<file path="src/rtl/weight_bank_loader.sv">
// Packs a valid/ready byte stream into four weight banks (3 x N_FULL bytes, then N_LAST bytes), byte 0 at the LSBs.
// Latency: LOAD is entered one cycle after start and done follows the final transfer edge. in_valid=0 stalls indefinitely.
module weight_bank_loader #(
  parameter int BYTE_W = 8,
  parameter int N_FULL = 62,
  parameter int N_LAST = 30
) (
  input  logic                     clk,
  input  logic                     rst,
  input  logic                     start,
  input  logic [BYTE_W-1:0]        in_data,
  input  logic                     in_valid,
  output logic                     in_ready,
  output logic [N_FULL*BYTE_W-1:0] w0,
  output logic [N_FULL*BYTE_W-1:0] w1,
  output logic [N_FULL*BYTE_W-1:0] w2,
  output logic [N_LAST*BYTE_W-1:0] w3,
  output logic [1:0]               bank_idx,
  output logic [5:0]               byte_idx,
  output logic                     busy,
  output logic                     done
);

  localparam logic [1:0] S_IDLE = 2'd0;
  localparam logic [1:0] S_LOAD = 2'd1;
  localparam logic [1:0] S_DONE = 2'd2;

  logic [1:0] state_q, state_d;
  logic [1:0] bank_q, bank_d;
  logic [5:0] byte_q, byte_d;
  logic [N_FULL*BYTE_W-1:0] w0_q, w1_q, w2_q;
  logic [N_LAST*BYTE_W-1:0] w3_q;
  logic xfer;

  assign xfer = in_valid && (state_q == S_LOAD);

  always_comb begin
    state_d = state_q;
    bank_d  = bank_q;
    byte_d  = byte_q;
    case (state_q)
      S_IDLE, S_DONE: begin
        if (start) begin
          state_d = S_LOAD;
          bank_d  = 2'd0;
          byte_d  = 6'd0;
        end
      end
      S_LOAD: begin
        if (xfer) begin
          if (bank_q == 2'd3) begin
            // Counters park on the final position once the load completes.
            if (byte_q == 6'(N_LAST - 1)) state_d = S_DONE;
            else                          byte_d  = byte_q + 6'd1;
          end else if (byte_q == 6'(N_FULL - 1)) begin
            byte_d = 6'd0;
            bank_d = bank_q + 2'd1;
          end else begin
            byte_d = byte_q + 6'd1;
          end
        end
      end
      default: state_d = S_IDLE;
    endcase
  end

  always_ff @(posedge clk or posedge rst) begin
    if (rst) begin
      state_q <= S_IDLE;
      bank_q  <= 2'd0;
      byte_q  <= 6'd0;
    end else begin
      state_q <= state_d;
      bank_q  <= bank_d;
      byte_q  <= byte_d;
    end
  end

  always_ff @(posedge clk or posedge rst) begin
    if (rst) begin
      w0_q <= '0;
      w1_q <= '0;
      w2_q <= '0;
      w3_q <= '0;
    end else if (xfer) begin
      for (int i = 0; i < N_FULL; i++) begin
        if (byte_q == 6'(i)) begin
          if (bank_q == 2'd0) w0_q[i*BYTE_W +: BYTE_W] <= in_data;
          if (bank_q == 2'd1) w1_q[i*BYTE_W +: BYTE_W] <= in_data;
          if (bank_q == 2'd2) w2_q[i*BYTE_W +: BYTE_W] <= in_data;
        end
      end
      for (int j = 0; j < N_LAST; j++) begin
        if (bank_q == 2'd3 && byte_q == 6'(j)) w3_q[j*BYTE_W +: BYTE_W] <= in_data;
      end
    end
  end

  assign in_ready = (state_q == S_LOAD);
  assign busy     = (state_q == S_LOAD);
  assign done     = (state_q == S_DONE);
  assign bank_idx = bank_q;
  assign byte_idx = byte_q;
  assign w0       = w0_q;
  assign w1       = w1_q;
  assign w2       = w2_q;
  assign w3       = w3_q;

endmodule

</file>
<file path="config.mk">
export PLATFORM = sky130hd
export DESIGN_NAME = weight_bank_loader
export DESIGN_NICKNAME = d
export VERILOG_FILES = /design/src/rtl/weight_bank_loader.sv
export SDC_FILE = /design/constraint.sdc
export NUM_CORES = 2
export LEC_CHECK = 0
export ABC_AREA = 1
export BUFFER_PORTS_ARGS = -buffer_cell sky130_fd_sc_hd__clkbuf_2
export CAP_MARGIN = 25
export CELL_PAD_IN_SITES_DETAIL_PLACEMENT = 1
export CELL_PAD_IN_SITES_GLOBAL_PLACEMENT = 1
export CORE_AREA = 2 2 692 694
export CTS_CLUSTER_SIZE = 24
export DETAILED_ROUTE_END_ITERATION = 8
export DIE_AREA = 0 0 694 696
export PLACE_DENSITY_LB_ADDON = 0.1
export SLEW_MARGIN = 10
export SYNTH_ARGS = -nofsm -noshare
export SYNTH_HDL_FRONTEND = slang
export SYNTH_SLANG_ARGS = --single-unit
</file>
<file path="constraint.sdc">
create_clock -name clk -period 131.6 [get_ports clk]
set_clock_uncertainty 0.15 [all_clocks]
set_input_delay 19.74 -clock clk [delete_from_list [all_inputs] [get_ports clk]]
set_output_delay 19.74 -clock clk [all_outputs]
set_load 0.01 [all_outputs]
</file>
==> out/metrics.yaml <==
status: "complete, no violations"
detail_route.drc_violations: 0
mux_contribution_to_synthesized_area: 0
seq_power_share: 0.415
cts.sink_count: 1738
timing.reg2reg.worst_path_depth: 9
final-max-slew-violation-count: 0
endpoint_kind: "async pin"
hold_violations: 0
die_height_um: 696
crit_family: "buffers and inverters"
setup_tns_ns: 0
timing.critical_path.cells: "clkbuf_2, inv_8, buf_4, buf_4, buf_4, buf_12, buf_4, buf_4"
p_switching_w: 0.000493
cts_htree_levels: 4
grt.met1_usage: 0.181
critical-path-max-stage-delay_ns: 0.79
ctsResizeCount: 0
hold_path_class: "reg -> reg"
grt_start_max_net_pins: 143
io_buffers: 1750
via_count: 51347
critPathMaxFanout: 136
post-route-period-util: 0.184
total_leakage_power_nw: 41.1
synth_area_mm2: 0.0621
gr-usage-met3: 0.0571
die_width_um: 694
synth.yosys.warnings: 0
cell_occurring_most_often_along_the_worst_timing_path: "buf_4"
grt_setup_unrepaired: "no"
timing.hold.worst.start: "w0[295]"
synth_fp_nets: 6037
crit_path_top_delay_cell: "buf_4"
yosysSeqAreaShare: 0.700
p_comb_frac: 0.170
worst_hold_path_stage_count: 2
floorplan_die_area_mm2: 0.483
critical_path.reg2reg.endpoint: "w2[94]"
setup_slack_of_the_worst_register_to_register_path_ns: 127.84
post_synth_and_or_nand_nor_area_fraction: 0.129
grt_usage: 0.161
place_hpwl_mm: 297
timing.final.crit_period_ns: 24.24
setup_viol: 0
initial_utilization: 0.130
cts_made_buffers: 232
placed_area_mm2: 0.0782
cap_violations: 0
vias_in_the_first_global_route: 52273
antenna_found_initial: 51
post_synth.cell_area_avg_um2: 10.3
avgViaCountPerCell: 3.63
min_to: "w0[295]"
source_to_sink_clock_delay_at_the_later_pin_of_the_worst_skew_pair_ns: 0.93
synth.distinct_cells: 24
floorplan.rows: 254
yosys.area_share.adder: 0.00161
place.gp.congestion: 0.759
fmaxAchievable_mhz: 41.3
grt_busiest_layer: "met2"
cts_tree: "done"
max_ir_drop_vdd_uv: 11.5
finalHoldWorstSlack_ns: 0.328
slew-limit-headroom: 0.267
synth_top_family_by_area: "compound AO/OA/AOI/OAI gates"
power_density_mw_per_mm2: 17.8
r2r-start: "bank_idx[0]"
synth_seq_cells: 1738
grt_first_pass_wirelength_mm: 527
ioPinCount: 1751
worst_setup_path_start_kind: "primary input"
antenna_left: 0
critical_path_required_ns: 132.41
post_cts.repair.setup_buffers: 0
wl_mm: 402
cp_data_arrival_time_ns: 25.04
clock_power_share: 0.415
routed_wire_length_per_instance_um: 28.4
cp_num_buf_inv: 8
grt_util_met2: 0.284
synth-compound-area-share: 0.140
detailedRoute.firstIterationViolations: 3125
synth-xor-area-share: 0.000141
switching_share: 0.324
netlist_instances: 6017
worst_slew_pin_slew_ns: 1.10
grt_overflow_total: 0
final_cell_area_mm2: 0.0857
area_delta_synth_final_pct: 38.0
nNetsFinal: 7710
ctsLongestPathBuffers: 4
core_area_mm2: 0.476
worstSetupPathType: "in -> async"
drt_pre_antenna_iters: 5
ctsHoldBuffers: 0
drive_gt1_frac: 0.293
clkSlewWorstSetupHoldPaths_ns: 0.05
cts.root.buffer_cell: "clkbuf_16"
cell_internal_pwr_w: 0.00103
[metal layers]
| metal | vias to the layer above | part of all wire |
|---|---|---|
| met5 | - | 0 |
| met4 | 0 | 0.032 |
| met3 | 395 | 0.085 |
| met2 | 1520 | 0.50 |
| met1 | 26244 | 0.38 |
| li1 | 23188 | - |
[through the flow]
step / util / setup WS (ns) / std cells / power [W]
floorplan: - / 62.65 / 6017 / 0.000738
global placement: 0.164 / 106.21 / 13716 / 0.000907
detailed placement: 0.164 / 106.10 / 13724 / 0.000911
CTS: 0.180 / 107.12 / 14133 / 0.00156
global route: 0.180 / 106.63 / 14139 / 0.00160
finish: 0.180 / 107.36 / 14155 / 0.00152
[layout make-up]
class                           instances  area [um^2]
Antenna cell                           18         45.0
Clock buffer                          354         6820
Clock inverter                         55          541
Fill cell                           55136       391000
Inverter                               32          188
Multi-Input combinational cell       3819        16900
Sequential cell                      1738        43500
Tap cell                             6272         7850
Timing Repair Buffer                 1867         9810
[synth_stat cells]
cell,number,share of area
nor4_1,1,0.00010
ha_1,8,0.0016
nor2_2,24,0.0024
nor2_1,44,0.0027
inv_1,18,0.0011
nand3_1,29,0.0023
nand2_2,30,0.0030
clkbuf_1,387,0.023
nand3b_1,1,0.00012
nand4_1,4,0.00040
nand3_2,2,0.00032
clkinv_1,9,0.00054
inv_2,5,0.00030
o21ai_0,1669,0.13
a21oi_1,3,0.00024
buf_4,12,0.0015
nor3_4,1,0.00026
o31ai_1,1,0.00012
nand2_1,1938,0.12
xnor2_1,1,0.00014
o21ai_1,62,0.0050
buf_2,29,0.0023
nand3_4,1,0.00028
dfrtp_1,1738,0.70
[tightest hold or removal path: cells and delay by family, from the launching register on]
family | cells | cell delay, ns
flops | 1 | 0.34
compound gates | 1 | 0.05
simple gates | 1 | 0.05
[power groups by stage]
stage / combinational, W / clock [W] / sequential (W)
after floorplan: 0.0000737 / 0 / 0.000664
after global placement: 0.000268 / 0 / 0.000639
after detailed placement: 0.000269 / 0 / 0.000641
after CTS: 0.000270 / 0.000660 / 0.000632
after global routing: 0.000282 / 0.000678 / 0.000640
final: 0.000259 / 0.000632 / 0.000632
[cells in the final DEF (no fill, tap or decap), types with 28 or more instances in the layout]
| cell | Yosys | layout |
|---|---|---|
| clkbuf_16 | 0 | 232 |
| buf_4 | 12 | 102 |
| nand2_1 | 1938 | 1937 |
| nand2_2 | 30 | 31 |
| clkbuf_2 | 0 | 1750 |
| dfrtp_1 | 1738 | 1738 |
| nor2_2 | 24 | 32 |
| o21ai_0 | 1669 | 1669 |
| clkbuf_8 | 0 | 56 |
| o21ai_1 | 62 | 62 |
| clkbuf_1 | 387 | 66 |
| clkinv_2 | 0 | 36 |
| nand3_1 | 29 | 28 |
[kinds of logic (layout without fill, tap and decap cells)]
| family | after synthesis | after routing |
|---|---|---|
| buffers and inverters | 460 | 2308 |
| other | 0 | 18 |
| AND/OR/NAND/NOR | 2075 | 2075 |
| AO/OA/AOI/OAI | 1735 | 1735 |
| XOR/XNOR | 1 | 1 |
| flip-flops | 1738 | 1738 |
| adder cells (fa/ha/maj) | 8 | 8 |
[state kept, by name, indices dropped and copies added (netlist names)]
name / cells
w0: 496
w1: 496
w2: 496
w3: 240
byte_idx: 6
bank_idx: 2
state_q: 2
[how the worst max path moves through the flow]
stage          cells after the start  slack, ns     endpoint  startpoint
6_report                           8     107.36      w1[271]         rst
3_5_place_dp                       8     106.10      w1[330]         rst
2_1_floorplan                      1      62.65  bank_idx[0]         rst
3_3_place_gp                       8     106.21      w1[312]         rst
4_1_cts                            8     107.12      w2[431]         rst
5_1_grt                            8     106.63      w2[427]         rst
Power figures use the tool's default switching activity.
